[src/rtl/qpsk_pkg.sv]
`default_nettype none
// +------------------------------------------------------------------+
// | qpsk_pkg : shared widths, FSM state types and bit-mapping values |
// | Revision : 1.0                                                   |
// +------------------------------------------------------------------+
package qpsk_pkg;

  localparam int SPS_DEFAULT = 16;
  localparam int SAMPLE_W    = 8;
  localparam int PROD_W      = 16;
  localparam int SOFT_W      = 12;

  // A non-negative correlation decides 1, a negative one decides 0.
  localparam logic BIT_POS = 1'b1;
  localparam logic BIT_NEG = 1'b0;

  typedef enum logic {
    SEEK,
    TRACK
  } rx_state_t;

  typedef enum logic [1:0] {
    IDLE,
    LOW,
    HIGH
  } ser_state_t;

endpackage
`default_nettype wire

[src/rtl/qpsk_correlator.sv]
`default_nettype none
// +------------------------------------------------------------------+
// | qpsk_correlator : signed sample x carrier multiply-accumulate    |
// | with load / accumulate / clear controls and dump-sum top bits.   |
// | Revision : 1.0                                                   |
// +------------------------------------------------------------------+
module qpsk_correlator
  import qpsk_pkg::*;
#(
  parameter int ACC_W = 20,
  parameter int TOP_W = 1
) (
  input  logic                       clk,
  input  logic                       rst,
  input  logic signed [SAMPLE_W-1:0] sample,
  input  logic signed [SAMPLE_W-1:0] carrier,
  input  logic                       load,
  input  logic                       acc_en,
  input  logic                       clear,
  output logic        [TOP_W-1:0]    dump_top
);

  logic signed [PROD_W-1:0] prod;
  logic signed [ACC_W-1:0]  prod_ext;
  logic signed [ACC_W-1:0]  acc;
  logic signed [ACC_W-1:0]  sum;

  assign prod     = sample * carrier;
  assign prod_ext = {{(ACC_W-PROD_W){prod[PROD_W-1]}}, prod};
  // The dumped value includes the current sample, so expose acc+prod.
  assign sum      = acc + prod_ext;
  assign dump_top = sum[ACC_W-1 -: TOP_W];

  always_ff @(posedge clk or posedge rst) begin
    if (rst) begin
      acc <= '0;
    end else if (load) begin
      acc <= prod_ext;
    end else if (clear) begin
      acc <= '0;
    end else if (acc_en) begin
      acc <= sum;
    end
  end

endmodule
`default_nettype wire

[src/rtl/qpsk_demod.sv]
`default_nettype none
// +------------------------------------------------------------------+
// | qpsk_demod : coherent QPSK integrate-and-dump demodulator with   |
// | dibit re-serializer. QPSK_DEMOD_SOFT_EN adds soft_i/soft_q.      |
// | Revision : 1.0                                                   |
// +------------------------------------------------------------------+
module qpsk_demod
  import qpsk_pkg::*;
#(
  parameter int SPS   = SPS_DEFAULT,
  parameter int ACC_W = 16 + $clog2(SPS)
) (
  input  logic                       clk_1,
  input  logic                       rst,
  input  logic signed [SAMPLE_W-1:0] qpsk_in,
  input  logic signed [SAMPLE_W-1:0] sine,
  input  logic signed [SAMPLE_W-1:0] cos,
  input  logic                       sample_en,
  input  logic                       sym_start,
  output logic        [1:0]          data,
  output logic                       data_valid,
  output logic                       seq_out,
  output logic                       seq_valid
`ifdef QPSK_DEMOD_SOFT_EN
  ,
  output logic signed [SOFT_W-1:0]   soft_i,
  output logic signed [SOFT_W-1:0]   soft_q
`endif
);

  localparam int CNT_W = $clog2(SPS);
`ifdef QPSK_DEMOD_SOFT_EN
  localparam int TOP_W = SOFT_W;
`else
  localparam int TOP_W = 1;
`endif

  rx_state_t        rx_state, rx_next;
  ser_state_t       ser_state, ser_next;
  logic [CNT_W-1:0] cnt, cnt_next;
  logic             load, acc_en, clear, dump;
  logic [TOP_W-1:0] top_i, top_q;

  qpsk_correlator #(.ACC_W(ACC_W), .TOP_W(TOP_W)) u_corr_i (
    .clk      (clk_1),
    .rst      (rst),
    .sample   (qpsk_in),
    .carrier  (cos),
    .load     (load),
    .acc_en   (acc_en),
    .clear    (clear),
    .dump_top (top_i)
  );

  qpsk_correlator #(.ACC_W(ACC_W), .TOP_W(TOP_W)) u_corr_q (
    .clk      (clk_1),
    .rst      (rst),
    .sample   (qpsk_in),
    .carrier  (sine),
    .load     (load),
    .acc_en   (acc_en),
    .clear    (clear),
    .dump_top (top_q)
  );

  always_ff @(posedge clk_1 or posedge rst) begin
    if (rst) begin
      rx_state <= SEEK;
      cnt      <= '0;
    end else begin
      rx_state <= rx_next;
      cnt      <= cnt_next;
    end
  end

  // sym_start takes priority over a dump so a late resync discards the symbol.
  always_comb begin
    rx_next  = rx_state;
    cnt_next = cnt;
    load     = 1'b0;
    acc_en   = 1'b0;
    clear    = 1'b0;
    dump     = 1'b0;
    case (rx_state)
      SEEK: begin
        if (sample_en && sym_start) begin
          load     = 1'b1;
          cnt_next = CNT_W'(1);
          rx_next  = TRACK;
        end
      end
      TRACK: begin
        if (sample_en) begin
          if (sym_start) begin
            load     = 1'b1;
            cnt_next = CNT_W'(1);
          end else if (cnt == CNT_W'(SPS-1)) begin
            dump     = 1'b1;
            clear    = 1'b1;
            cnt_next = '0;
          end else begin
            acc_en   = 1'b1;
            cnt_next = cnt + CNT_W'(1);
          end
        end
      end
    endcase
  end

  always_ff @(posedge clk_1 or posedge rst) begin
    if (rst) begin
      data       <= 2'b00;
      data_valid <= 1'b0;
    end else begin
      data_valid <= dump;
      if (dump) begin
        data <= {top_q[TOP_W-1] ? BIT_NEG : BIT_POS,
                 top_i[TOP_W-1] ? BIT_NEG : BIT_POS};
      end
    end
  end

`ifdef QPSK_DEMOD_SOFT_EN
  always_ff @(posedge clk_1 or posedge rst) begin
    if (rst) begin
      soft_i <= '0;
      soft_q <= '0;
    end else if (dump) begin
      soft_i <= top_i;
      soft_q <= top_q;
    end
  end
`endif

  always_ff @(posedge clk_1 or posedge rst) begin
    if (rst) begin
      ser_state <= IDLE;
    end else begin
      ser_state <= ser_next;
    end
  end

  // Low bit (cos branch) goes out first, matching the modulator's pairing.
  always_comb begin
    ser_next  = ser_state;
    seq_out   = 1'b0;
    seq_valid = 1'b0;
    case (ser_state)
      IDLE: begin
        if (data_valid) ser_next = LOW;
      end
      LOW: begin
        seq_out   = data[0];
        seq_valid = 1'b1;
        ser_next  = HIGH;
      end
      HIGH: begin
        seq_out   = data[1];
        seq_valid = 1'b1;
        ser_next  = IDLE;
      end
      default: ser_next = IDLE;
    endcase
  end

endmodule
`default_nettype wire

[config.mk]
export PLATFORM = sky130hd
export DESIGN_NAME = qpsk_demod
export DESIGN_NICKNAME = d
export VERILOG_FILES = /design/src/rtl/qpsk_pkg.sv /design/src/rtl/qpsk_correlator.sv /design/src/rtl/qpsk_demod.sv
export SDC_FILE = /design/constraint.sdc
export NUM_CORES = 1
export LEC_CHECK = 0
export CAP_MARGIN = 20
export CORE_MARGIN = 8
export CORE_UTILIZATION = 50
export CTS_CLUSTER_DIAMETER = 120
export CTS_CLUSTER_SIZE = 8
export DETAILED_ROUTE_END_ITERATION = 8
export GPL_TIMING_DRIVEN = 0
export PLACE_DENSITY = 0.67
export SKIP_CTS_REPAIR_TIMING = 1
export SYNTH_ARGS = -nofsm -noshare
export SYNTH_HDL_FRONTEND = slang
export SYNTH_SLANG_ARGS = --single-unit
[constraint.sdc]
create_clock -name clk_1 -period 6.8 [get_ports clk_1]
set_input_delay 1.02 -clock clk_1 [delete_from_list [all_inputs] [get_ports clk_1]]
set_output_delay 1.02 -clock clk_1 [all_outputs]
set_load 0.02 [all_outputs]
After elaboration in Yosys (flattened, before gate mapping). Index checks and enable logic that the tools add are counted.

Word-level logic and storage cells: 54. Register bits after elaboration: 50. Input bits: 28. Output and inout bits: 5.

Multipliers: 2. Multiplexer cells: 30. $add $sub $neg: 3. Equal/unequal tests: 6. Bitwise gates (word level): 1. Reductions and logical operators: 5.

Operators with widths (count): $mux W20 (6); $add A20 B16 Y20 (2); $mul A8 B8 Y16 (2); $mux W4 (4); $mux W1 (15); $pmux W4 S2 (1); $ne A2 B2 Y1 const B (3); $add A4 B1 Y4 const B (1); $eq A4 B4 Y1 const B (1); $pmux W1 S2 (2); $pmux W2 S2 (1); $reduce_bool A3 Y1 (1); $eq A2 B1 Y1 const B (1); $eq A2 B2 Y1 const B (1); $logic_not A2 Y1 (1); $mux W2 (1); $reduce_and A2 Y1 (1); $reduce_or A2 Y1 (1); $logic_and A1 B1 Y1 (1); $not A1 Y1 (1).

Logic depth before layout (Yosys ltp). Gate-level depths: netlist of run 1.

Depth in word-level cells: 8. Depth in mapped cells: 26. Gate-level depth less buffers: 25.

By module. A second synthesis of run 1 with hierarchy kept.

Cells, all modules: 1057. Area, all modules: 9322.7 um2.

Modules (own cells, without submodules): qpsk_correlator (u_corr_q) (area an instance 4398.0 um2, sequential area each 500.5 um2, times used 1, cells an instance 500); qpsk_correlator (u_corr_i) (area an instance 4391.7 um2, sequential area each 500.5 um2, times used 1, cells an instance 502); qpsk_demod (area an instance 533.0 um2, sequential area each 250.2 um2, times used 1, cells an instance 55).

Worst setup path after synthesis of run 1. No wires, ideal clock.

Kind: input -> register. From: in qpsk_in[7]. To: reg u_corr_q.acc[19]. Path buffers: 1. Data required time: 6661 ps. Slack: -79 ps. Arrival time: 6741 ps. Setup time: 139 ps. Stages on the path: 23. Cells stage by stage: clkbuf_1 -> nand2_1 -> fa_1 -> fa_1 -> inv_1 -> fa_1 -> inv_1 -> fa_1 -> inv_1 -> ha_1 -> a21oi_1 -> nor2b_1 -> o21bai_1 -> or2_2 -> xor2_1 -> ha_1 -> and3_1 -> a2111o_1 -> o21bai_2 -> nand2_2 -> o311ai_4 -> nor4_1 -> or4b_1.

Cells in the longest elaborated chain, start to end: 5.

RTL lines: start, declared (line qpsk_demod.sv:15) `input logic signed [SAMPLE_W-1:0] qpsk_in,`; $mul A8 B8 Y16 * (line qpsk_correlator.sv:28) `assign prod = sample * carrier;`; $add A20 B16 Y20 (line qpsk_correlator.sv:31) `assign sum = acc + prod_ext;`; $mux W20 (line qpsk_correlator.sv:41) `end else if (acc_en) begin`; $mux W20 (line qpsk_correlator.sv:39) `end else if (clear) begin`; $mux W20 * (line qpsk_correlator.sv:37) `end else if (load) begin`; end signal, assigned (line qpsk_correlator.sv:38) `acc <= prod_ext;`; end signal, assigned (line qpsk_correlator.sv:42) `acc <= sum;`; end, declared (line qpsk_correlator.sv:25) `logic signed [ACC_W-1:0] acc;`.

Every way passes the cells marked *; elsewhere a longest branch is shown, timed or not. The select of a mux whose other input is x is not followed. A chain may end at the register's enable or synchronous reset.

Worst setup path after layout of run 1.
From: in qpsk_in[3]. To: reg u_corr_q.acc[19].

Same word-level chain as after synthesis.

==> reports/qor.yml, run 1 <==
synth:
  synth-edff-count: 0
  yosysTopAreaCell: "fa_1"
  ys.flop_type: "dfrtp_1"
  synth_most_common_cell: "inv_1"
  syn_inst: 1022
  avgSynthCellArea_um2: 8.86
  syn_nets: 1266
  postSynth.asyncResetShare_pct: 100
  ys_types: 65
  synth.top_cells.by_area: "fa_1, ha_1, dfrtp_1"
  netlist_top_cells_count: "inv_1, fa_1, ha_1"
  netlist.area_leader.share_pct: 24.8
  ys_seq_area_share_pct: 13.8
  yosys_warnings: 0
  synth_area_um2: 9060
  synth-seq-cells: 50
timing:
  setup-tns-final_ns: 0
  finalCriticalPeriod_ns: 6.72
  period_share_pct: 98.9
  fin_skew_ns: 0.00404
  tightest_slew_ns: 0.708
  rsz0062_at_grt: "yes"
  final_hold_viol_count: 0
  finalSetupViolCount: 0
  slew_headroom_pct: 52.8
  max_freq_ghz: 0.149
  fin_hold_ws_ns: 0.505
  finalMaxSlewViolations: 0
drt:
  vias_per_cell: 5.44
  drc: 0
  routed_wl_um: 20600
  drtPass1Iterations: 4
  vias: 7176
  post_drt_wl_per_cell_um: 15.6
  drt-initial-drc-count: 337
  ant_nets: 0
critical_path:
  rrSetupSlack_ns: 3.68
  crit_required_ns: 6.97
  endpoint_kind: "register"
  critPathMaxFanout: 7
  critPathArrivalTime_ns: 6.89
  start_kind: "input pin"
  reg2reg_depth: 10
  r2r_end: "u_corr_q.acc[16]"
  r2r_start: "u_corr_q.acc[0]"
  worst-setup-path-type: "input pin to register"
placement:
  detailed_place_hpwl_um: 16400
  gp_congestion: 0.865
  dp.cells: 1284
  io_buffers: 32
grt:
  met2_usage_pct: 32.1
  grt_first_pass_wirelength_um: 34400
  grt_max_degree: 37
  gr-usage-met3_pct: 1.98
  grt_overflow: 0
  grt_antenna_before_repair: 0
  grt_usage_pct: 18.6
  grt_busiest_layer: "met2"
  use_met1_pct: 25.3
  first_global_vias: 7129
clock_network:
  cts_tree: "done"
  clk_pin_slew_ns: 0.07
  cts-root-buf: "clkbuf_16"
  clock_path_buffers: 2
  htree_levels: 2
  cts.sinks: 50
  clk_latency_ns: 0.30
  cts_buffers: 5
layout:
  nNetsFinal: 1334
  area_growth_pct: 15.6
  diodes: 0
  drive_gt1_share_pct: 12.1
  multi_input_area_um2: 7320
  filler_cell_count: 1622
  layoutNonFillerInstCount: 1320
  final-seq-area_um2: 1250
worst_hold_path:
  hold_path_class: "register to register"
  worstHoldPathCells: 1
  holdPathEnd: "rx_state"
  hold_start: "rx_state"
status:
  status: "completed"
job:
  drv_cap: 0
floorplan:
  core_um2: 17900
  die_w_um: 151
  std_cell_rows: 49
  dieArea_um2: 22700
  initial_core_util_pct: 50.6
  dieHeight_um: 151
  pin_count: 33
[area by class of cell]
type,count,share of cell area (%)
multi-input combinational,763,69.9
sequential,50,11.9
inverter,187,6.70
timing repair buffer,61,5.35
tap,229,2.74
buffer,22,1.52
clock buffer,5,1.19
clock inverter,3,0.657
[cells in the final DEF (no fill, tap or decap), types with 6 or more instances in the layout]
cell type | Yosys | routed
buf_6 | 0 | 8
o21bai_1 | 9 | 7
and3_1 | 8 | 7
a21oi_1 | 40 | 32
nand2_1 | 65 | 64
and2_1 | 88 | 83
and2_4 | 1 | 6
clkbuf_1 | 21 | 13
o21ai_0 | 37 | 33
o21a_1 | 7 | 7
a22oi_1 | 13 | 13
ha_1 | 104 | 91
clkdlybuf4s50_1 | 0 | 8
a31oi_1 | 11 | 10
nand3_1 | 9 | 9
buf_8 | 0 | 6
a221o_1 | 9 | 9
nor2b_1 | 19 | 19
dfrtp_1 | 50 | 50
inv_1 | 187 | 179
nor3_1 | 11 | 11
xor2_1 | 20 | 17
ha_4 | 0 | 6
a21oi_2 | 0 | 6
a21o_1 | 20 | 20
ha_2 | 0 | 7
a221oi_1 | 14 | 14
o211ai_1 | 6 | 6
buf_4 | 0 | 29
fa_1 | 112 | 110
dlymetal6s2s_1 | 0 | 7
xnor2_1 | 41 | 37
inv_2 | 0 | 8
nand2b_1 | 8 | 7
nor2_1 | 51 | 51
[flip-flops by register name, indices dropped and copies added (netlist names)]
name and flops:
cnt 4, data 2, data_valid 1, rx_state 1
ser_state 2, u_corr_i.acc 20, u_corr_q.acc 20
[cell families (layout without fill, tap and decap cells)]
logic type | Yosys count | after routing | synth area share [%]
AND/OR/NAND/NOR | 280 | 280 | 16.2
adder cells (fa/ha/maj) | 216 | 216 | 39.1
buffers and inverters | 209 | 278 | 8.67
AO/OA/AOI/OAI | 199 | 199 | 15.3
XOR/XNOR | 63 | 63 | 6.33
flip-flops | 50 | 50 | 13.8
multiplexers | 5 | 5 | 0.580
[worst max path at each step]
stage | cells after the start | slack [ns] | to | start
floorplan | 25 | 0.01 | u_corr_q.acc[19] | qpsk_in[6]
global placement | 25 | -1.61 | u_corr_i.acc[19] | qpsk_in[1]
detailed placement | 25 | -1.63 | u_corr_i.acc[19] | qpsk_in[1]
CTS | 25 | -1.34 | u_corr_i.acc[19] | qpsk_in[1]
global route | 25 | -0.15 | u_corr_q.acc[19] | qpsk_in[6]
finish | 24 | 0.08 | u_corr_q.acc[19] | qpsk_in[3]
[metal layers]
| layer | vias to the layer above | part of all wire, % |
|---|---|---|
| met3 | 10 | 2.9 |
| met2 | 91 | 50 |
| met4 | 0 | 0.74 |
| li1 | 3507 | - |
| met5 | - | 0 |
| met1 | 3568 | 47 |
[critical path, stage by stage]
cell and delay [ns]:
buf_6 0.12, and2_4 0.14, fa_1 0.53, inv_1 0.05, fa_1 0.51, inv_2 0.04
fa_1 0.55, inv_2 0.05, fa_1 0.54, inv_2 0.05, ha_4 0.25, a21oi_4 0.15
o21bai_1 0.10, a21oi_2 0.23, xnor2_2 0.17, ha_2 0.31, and2_4 0.14, a221o_1 0.31
a2111o_1 0.45, o21bai_2 0.19, nand2_2 0.09, o311ai_4 0.31, nor4_2 0.08, or4b_1 0.51
[stage by stage]
step                      area, um2  setup slack, ns  util [%]
after floorplan                9070           0.0102         -
after global placement         9670            -1.61      54.0
after detailed placement       9690            -1.63      54.1
after CTS                      9890            -1.34      55.2
after global routing          10500           -0.149      58.5
final                         10500           0.0767      58.5
Power of run 1 is left out: the tool's default activity adds up to more than one toggle a clock period on the data nets, which glitch-free logic cannot reach.
==> inputs of run 2 (changes only) <==
--- a/config.mk
+++ b/config.mk
@@ -11,6 +11,7 @@
 export CTS_CLUSTER_DIAMETER = 120
 export CTS_CLUSTER_SIZE = 8
 export DETAILED_ROUTE_END_ITERATION = 8
+export GPL_ROUTABILITY_DRIVEN = 0
 export GPL_TIMING_DRIVEN = 0
 export PLACE_DENSITY = 0.67
 export SKIP_CTS_REPAIR_TIMING = 1
==> results of run 2 <==
Same layout as run 1: the final DEF is identical, and so are final timing and power.
Power of run 2 is left out for the same reason.
